File: config.mk
export PLATFORM = sky130hd
export DESIGN_NAME = top_k_streamer
export DESIGN_NICKNAME = d
export VERILOG_FILES = /design/src/rtl/top_k_streamer.sv
export SDC_FILE = /design/constraint.sdc
export NUM_CORES = 1
export LEC_CHECK = 0
export CORE_MARGIN = 4
export CORE_UTILIZATION = 55
export CTS_CLUSTER_SIZE = 25
export DETAILED_ROUTE_END_ITERATION = 12
export PLACE_DENSITY_LB_ADDON = 0.3
export SLEW_MARGIN = 5
export SYNTH_ARGS = -nofsm -noshare
export SYNTH_HDL_FRONTEND = slang
export SYNTH_SLANG_ARGS = --single-unit
File: constraint.sdc
create_clock -name clk -period 6.4 [get_ports clk]
set_input_delay 0.64 -clock clk [delete_from_list [all_inputs] [get_ports clk]]
set_output_delay 0.64 -clock clk [all_outputs]
set_load 0.01 [all_outputs]
File: src/rtl/top_k_streamer.sv
// top_k_streamer: keeps the DEPTH largest unsigned samples seen since the last
// burst in a descending-sorted register list, then streams them out largest
// first on flush.
// Optional feature macro: TOP_K_STREAMER_DROP_CNT_EN adds a 16-bit saturating
// drop_cnt output counting din_valid beats ignored while emitting.
module top_k_streamer #(
  parameter int unsigned DATA_WIDTH = 32,
  parameter int unsigned DEPTH      = 4
) (
  input  logic                         clk,
  input  logic                         resetn,
  input  logic [DATA_WIDTH-1:0]        din,
  input  logic                         din_valid,
  output logic                         in_ready,
  input  logic                         flush,
  output logic [DATA_WIDTH-1:0]        dout,
  output logic                         dout_valid,
  input  logic                         dout_ready,
  output logic                         dout_last,
  output logic [$clog2(DEPTH+1)-1:0]   count
`ifdef TOP_K_STREAMER_DROP_CNT_EN
  ,
  output logic [15:0]                  drop_cnt
`endif
);

  localparam int unsigned CW = $clog2(DEPTH + 1);

  typedef enum logic {COLLECT, EMIT} state_t;

  state_t                state, state_nx;
  logic [DATA_WIDTH-1:0] mem    [DEPTH];
  logic [DATA_WIDTH-1:0] mem_nx [DEPTH];
  logic [CW-1:0]         count_nx;
  logic [CW-1:0]         pos;
  logic                  full;
  logic                  insert;
  logic                  pop;

  // Insertion point, list update, count and state transitions.
  always_comb begin
    state_nx = state;
    count_nx = count;
    mem_nx   = mem;

    // pos = number of retained entries >= din, so equal values land after existing ones
    pos = '0;
    for (int unsigned i = 0; i < DEPTH; i++) begin
      if ((CW'(i) < count) && (mem[i] >= din)) pos = pos + CW'(1);
    end

    full   = (count == CW'(DEPTH));
    insert = (state == COLLECT) && din_valid && !(full && (pos == CW'(DEPTH)));
    pop    = (state == EMIT) && dout_ready;

    if (insert) begin
      for (int unsigned i = 1; i < DEPTH; i++) begin
        if (CW'(i) > pos) mem_nx[i] = mem[i-1];
      end
      for (int unsigned i = 0; i < DEPTH; i++) begin
        if (CW'(i) == pos) mem_nx[i] = din;
      end
      if (!full) count_nx = count + CW'(1);
    end

    // a sample arriving with flush on an empty list still forms a one-entry burst
    if ((state == COLLECT) && flush && ((count != '0) || din_valid)) state_nx = EMIT;

    if (pop) begin
      for (int unsigned i = 0; i + 1 < DEPTH; i++) mem_nx[i] = mem[i+1];
      mem_nx[DEPTH-1] = '0;
      count_nx        = count - CW'(1);
      if (count == CW'(1)) state_nx = COLLECT;
    end
  end

  // State, count and sorted list registers.
  always_ff @(posedge clk or negedge resetn) begin
    if (!resetn) begin
      state <= COLLECT;
      count <= '0;
      mem   <= '{default: '0};
    end else begin
      state <= state_nx;
      count <= count_nx;
      mem   <= mem_nx;
    end
  end

  // Output decode from the registered state and list head.
  always_comb begin
    in_ready   = (state == COLLECT);
    dout_valid = (state == EMIT);
    dout       = dout_valid ? mem[0] : '0;
    dout_last  = dout_valid && (count == CW'(1));
  end

`ifdef TOP_K_STREAMER_DROP_CNT_EN
  // Saturating count of samples offered while emitting.
  always_ff @(posedge clk or negedge resetn) begin
    if (!resetn) begin
      drop_cnt <= '0;
    end else if ((state == EMIT) && din_valid && (drop_cnt != '1)) begin
      drop_cnt <= drop_cnt + 16'd1;
    end
  end
`endif

endmodule

# Word level (Yosys, flattened, before mapping)
# Cells that the tools add are included.
[totals]
regBits = 132
latch_bits = 0
mem_bits_rw = 0
rom_bits = 0
input_bits = 37
word_cells = 75
mem_count = 0
[classes]
add_sub_neg = 5
mul = 0
n_div = 0
n_lt_le_gt_ge = 11
eq_ne = 7
shift = 0
n_mux = 20
bitwise = 1
n_reduce_logical = 25
[op_table]
columns = ["op", "count"]
rows = [
  ["$mux W128", 2],
  ["$mux W32", 8],
  ["$ge A32 B32 Y1", 4],
  ["$mux W3", 6],
  ["$add A3 B1 Y3 const B", 4],
  ["$reduce_bool A3 Y1", 4],
  ["$logic_and A1 B1 Y1", 11],
  ["$reduce_and A2 Y1", 5],
  ["$eq A2 B3 Y1 const A", 2],
  ["$eq A3 B3 Y1 const B", 2],
  ["$gt A2 B3 Y1 const A", 2],
  ["$lt A1 B3 Y1 const A", 2],
  ["$lt A2 B3 Y1 const A", 2],
  ["$mux W1", 4],
  ["$reduce_bool A2 Y1", 2],
  ["$eq A1 B3 Y1 const A", 1],
  ["$eq A3 B1 Y1 const B", 1],
  ["$gt A1 B3 Y1 const A", 1],
  ["$logic_not A3 Y1", 1],
  ["$sub A3 B1 Y3 const B", 1],
  ["$ne A2 B1 Y1 const B", 1],
  ["$logic_not A1 Y1", 1],
  ["$logic_or A1 B1 Y1", 1],
  ["$not A1 Y1", 1],
]

# Depth between registers and ports, before layout
[depth]
word_depth = 15
depth_mapped = 25

# Least setup slack after synthesis
# OpenSTA, ideal clock, no wires.
[synth_timing]
path_kind = "input to register"
startpoint = "input port din[17]"
endpoint = "register mem[65] (netlist name)"
setup_time_ns = 0.129
arrival_ns = 5.222
required_ns = 6.271
slack_ns = 1.050
path_stages = 24
n_path_buf = 2
cell_sequence = "inv_1 -> ha_1 -> a21o_1 -> a21o_1 -> a21o_1 -> a21o_1 -> a21o_1 -> a21o_1 -> a221o_1 -> a41oi_1 -> o22a_1 -> ha_1 -> clkdlybuf4s25_2 -> inv_1 -> nand3_1 -> and2_1 -> ha_1 -> xnor2_1 -> o21ai_2 -> mux2_2 -> a221oi_4 -> buf_8 -> mux2i_1 -> a211oi_2"
[synth_between]
elab_chain_cells = 15
[synth_rtl]
columns = ["element", "line", "text"]
rows = [
  ["start: declaration", "12", "input logic [DATA_WIDTH-1:0] din,"],
  ["$ge A32 B32 Y1", "49", "if ((CW'(i) < count) && (mem[i] >= din)) pos = pos + CW'(1);"],
  ["$logic_and A1 B1 Y1", "49", ""],
  ["$mux W1", "49", ""],
  ["$add A3 B1 Y3", "49", ""],
  ["$mux W3", "49", ""],
  ["$add A3 B1 Y3", "49", ""],
  ["$mux W3", "49", ""],
  ["$add A3 B1 Y3", "49", ""],
  ["$mux W3 *", "49", ""],
  ["$eq A3 B3 Y1", "53", "insert = (state == COLLECT) && din_valid && !(full && (pos == CW'(DEPTH)));"],
  ["$logic_and A1 B1 Y1", "53", ""],
  ["$logic_not A1 Y1", "53", ""],
  ["$logic_and A1 B1 Y1", "53", ""],
  ["$reduce_bool A2 Y1 (no line)", "-", ""],
  ["$reduce_and A2 Y1 (no line)", "-", ""],
  ["end signal: assignment", "86", "mem <= mem_nx;"],
  ["end: declaration", "32", "logic [DATA_WIDTH-1:0] mem [DEPTH];"],
]
# Mark *: on every way between the ends. The rest lies on a longest branch, timed or not. The select of a mux whose other input is x is not followed.
# A chain may end at the register's enable or synchronous reset.

# Worst setup path in the final report
[layout_timing]
startpoint = "input port din[1]"
endpoint = "register mem[10] (netlist name)"
# The elaborated chain is that of the path after synthesis.

==> flow_summary.json <==
{
  "hold_path_class": "input port to asynchronous set/reset pin",
  "synth_fp_nets": 1405,
  "globalplace.congestion": 0.926,
  "synth_seq_cells": 132,
  "crit_path_max_fanout": 28,
  "diodes": 0,
  "grt_pass1_vias": 10294,
  "drive_above_1_share": 0.0951,
  "cpMostUsedCell": "a21o_1",
  "grt_overflow_total": 0,
  "cts_tree": "built",
  "critPathMaxStageDelay_ns": 0.48,
  "wire_per_inst_um": 20.7,
  "max_freq_ghz": 0.177,
  "worst_pin_slew_ns": 1.37,
  "switching_share": 0.466,
  "grt_max_degree": 98,
  "rsz0062_at_grt": "no",
  "cts-root-buf": "clkbuf_16",
  "synth_area_leader_cell": "dfrtp_1",
  "clk_path_buf_depth": 2,
  "placed_cell_area_mm2": 0.0121,
  "drc": 0,
  "cp_top_family": "compound AO/OA/AOI/OAI gates",
  "p_switching_mw": 2.96,
  "cts_resized": 0,
  "finalHoldViolCount": 0,
  "outcome": "completed",
  "hpwl_mm": 21.1,
  "synth_area_mm2": 0.0112,
  "pwr-share-comb": 0.594,
  "drt_iter0_drc": 870,
  "die_h_um": 150,
  "num_vias": 10225,
  "grt_usage": 0.288,
  "finalCriticalPeriod_ns": 5.65,
  "seqPwrFrac": 0.237,
  "maxCapViolCount": 0,
  "finalCritPeriodShare": 0.883,
  "ios": 75,
  "totalWireLength_mm": 31.8,
  "intPower_mw": 3.40,
  "tns_ns": 0,
  "clkLatencyLatePin_ns": 0.44,
  "clock-sinks": 132,
  "synth.avg_cell_area_um2": 9.06,
  "cts.clk_slew.worst_paths_ns": 0.06,
  "h-tree-depth": 4,
  "dieArea_mm2": 0.0226,
  "initial_core_util": 0.566,
  "ys_top_cells_by_area": "dfrtp_1 (30%), ha_1 (15%), nand3_1 (4.7%)",
  "slowest_stage": "clkdlybuf4s50_1",
  "holdBufCountCts": 0,
  "design_area_mm2": 0.0127,
  "ys_seq_area_frac": 0.296,
  "nets": 1432,
  "yosysMostFrequentCell": "ha_1",
  "synth_edf_count": 0,
  "synthFlopType": "dfrtp_1",
  "finClkSkew_ns": 0.0133,
  "crit_chain": "clkdlybuf4s50_1 -> inv_1 -> ha_1 -> a21o_1 -> a21o_1 -> a21o_1 -> a21o_1 -> a21oi_1 -> o21ai_0 -> a221o_1 -> a22oi_1 -> ha_1 -> inv_1 -> nand3_1 -> and2_1 -> ha_1 -> a21oi_1 -> a31oi_4 -> buf_4 -> o221ai_4 -> buf_4 -> o311ai_0",
  "synth.top_cells.by_count": "ha_1 (135), dfrtp_1 (132), nand2_1 (120)",
  "finalSetupViolCount": 0,
  "p_leak_nw": 5.68,
  "p_per_area_mw_per_mm2": 501,
  "yosys.cell_types.count": 77,
  "timing.critical_path.buf_inv": 5,
  "avgViaCountPerCell": 6.65,
  "cp.required_ns": 6.70,
  "core_mm2": 0.0197,
  "path_class": "input port to flip-flop",
  "syn2layout_area_growth_pct": 13.8,
  "finalMaxSlewViolations": 0,
  "relSlewSlack": 0.0833,
  "end_kind": "flip-flop",
  "ant_nets": 0,
  "yosys_warnings": 0,
  "portBuffers": 74,
  "max-vdd-ir-drop_v": 0.000401,
  "cts_setup_buffers": 0,
  "grt_antenna_before_repair": 0,
  "cts_buffers": 17,
  "cp-start-kind": "input port",
  "grt_pass1_wl_mm": 52.5,
  "num_rows": 51,
  "cp.arrival_ns": 5.95,
  "async_reset_ff_frac": 1.00,
  "drt_pass1_iterations": 9,
  "die_w_um": 150,
  "p_clk_frac": 0.169,
  "synthCells": 1233,
  "synth_top_area_share": 0.296
}
## logic make-up after synthesis
kind of cell | after synthesis | synth area share
AND/OR/NAND/NOR | 448 | 0.201
AO/OA/AOI/OAI | 301 | 0.220
buffers and inverters | 144 | 0.0630
adder cells (fa/ha/maj) | 135 | 0.151
flip-flops | 132 | 0.296
multiplexers | 69 | 0.0659
XOR/XNOR | 4 | 0.00314
## per-stage QoR
stage	hold WS [ns]	std cells	util	power, mW	setup WS (ns)
detailed placement	0.530	1506	0.613	5.24	0.318
CTS	0.182	1538	0.645	6.34	0.773
global placement	0.518	1506	0.613	5.14	0.470
global route	0.207	1538	0.645	6.78	0.424
finish	0.165	1538	0.645	6.36	0.750
floorplan	0.344	1233	-	4.08	1.05
## path summary, 6_finish.rpt
kind                            slack (ns)  cells after the start     start  endpoint
worst max-delay path                  0.75                     22    din[1]   mem[10]
worst min-delay path                  0.17                      1    resetn   mem[97]
worst max register to register        1.02                     22   mem[96]   mem[10]
worst min register to register        0.54                      1  mem[118]  mem[118]
max in group asynchronous             4.78                      2    resetn   mem[15]
min in group clk                      0.54                      1  mem[118]  mem[118]
## area by class of cell
| cell class | count | area, µm² |
|---|---|---|
| inverters | 45 | 169 |
| well taps | 265 | 332 |
| repair buffers | 107 | 1050 |
| fillers | 1624 | 7010 |
| multi-input cells | 957 | 7230 |
| flip-flops and latches | 132 | 3300 |
| clock buffers | 18 | 429 |
| clock inverters | 14 | 199 |
## power by group through the flow
stage	clock (mW)	combinational [mW]	sequential (mW)
finish	1.07	3.78	1.51
global route	1.11	4.11	1.56
CTS	1.08	3.76	1.50
detailed placement	0	3.72	1.51
global placement	0	3.63	1.51
floorplan	0	2.69	1.40
## per-layer routing
layer	global-route usage	up-vias	routed length, µm
li1	-	4765	-
met1	0.387	4950	13800
met2	0.477	454	15100
met3	0.0464	56	2300
met4	0.0956	0	606
met5	0	-	0
## placed cells by master (no fill, tap or decap), types with 35 or more instances in the layout
master,Yosys,routed
nand3_1,105,105
inv_1,45,45
ha_1,135,135
dfrtp_1,132,132
nand2_1,120,119
clkdlybuf4s50_1,0,73
nor2_1,45,44
mux2i_1,35,35
nand4_1,46,46
o21ai_0,49,49
a21oi_1,43,43
and2_1,36,35
nor3_1,37,37
## registers in the layout, indices dropped and copies added (netlist names)
register and count:
mem 128, count 3, dout_valid 1
No activity file was read; power rests on OpenSTA's default activity.
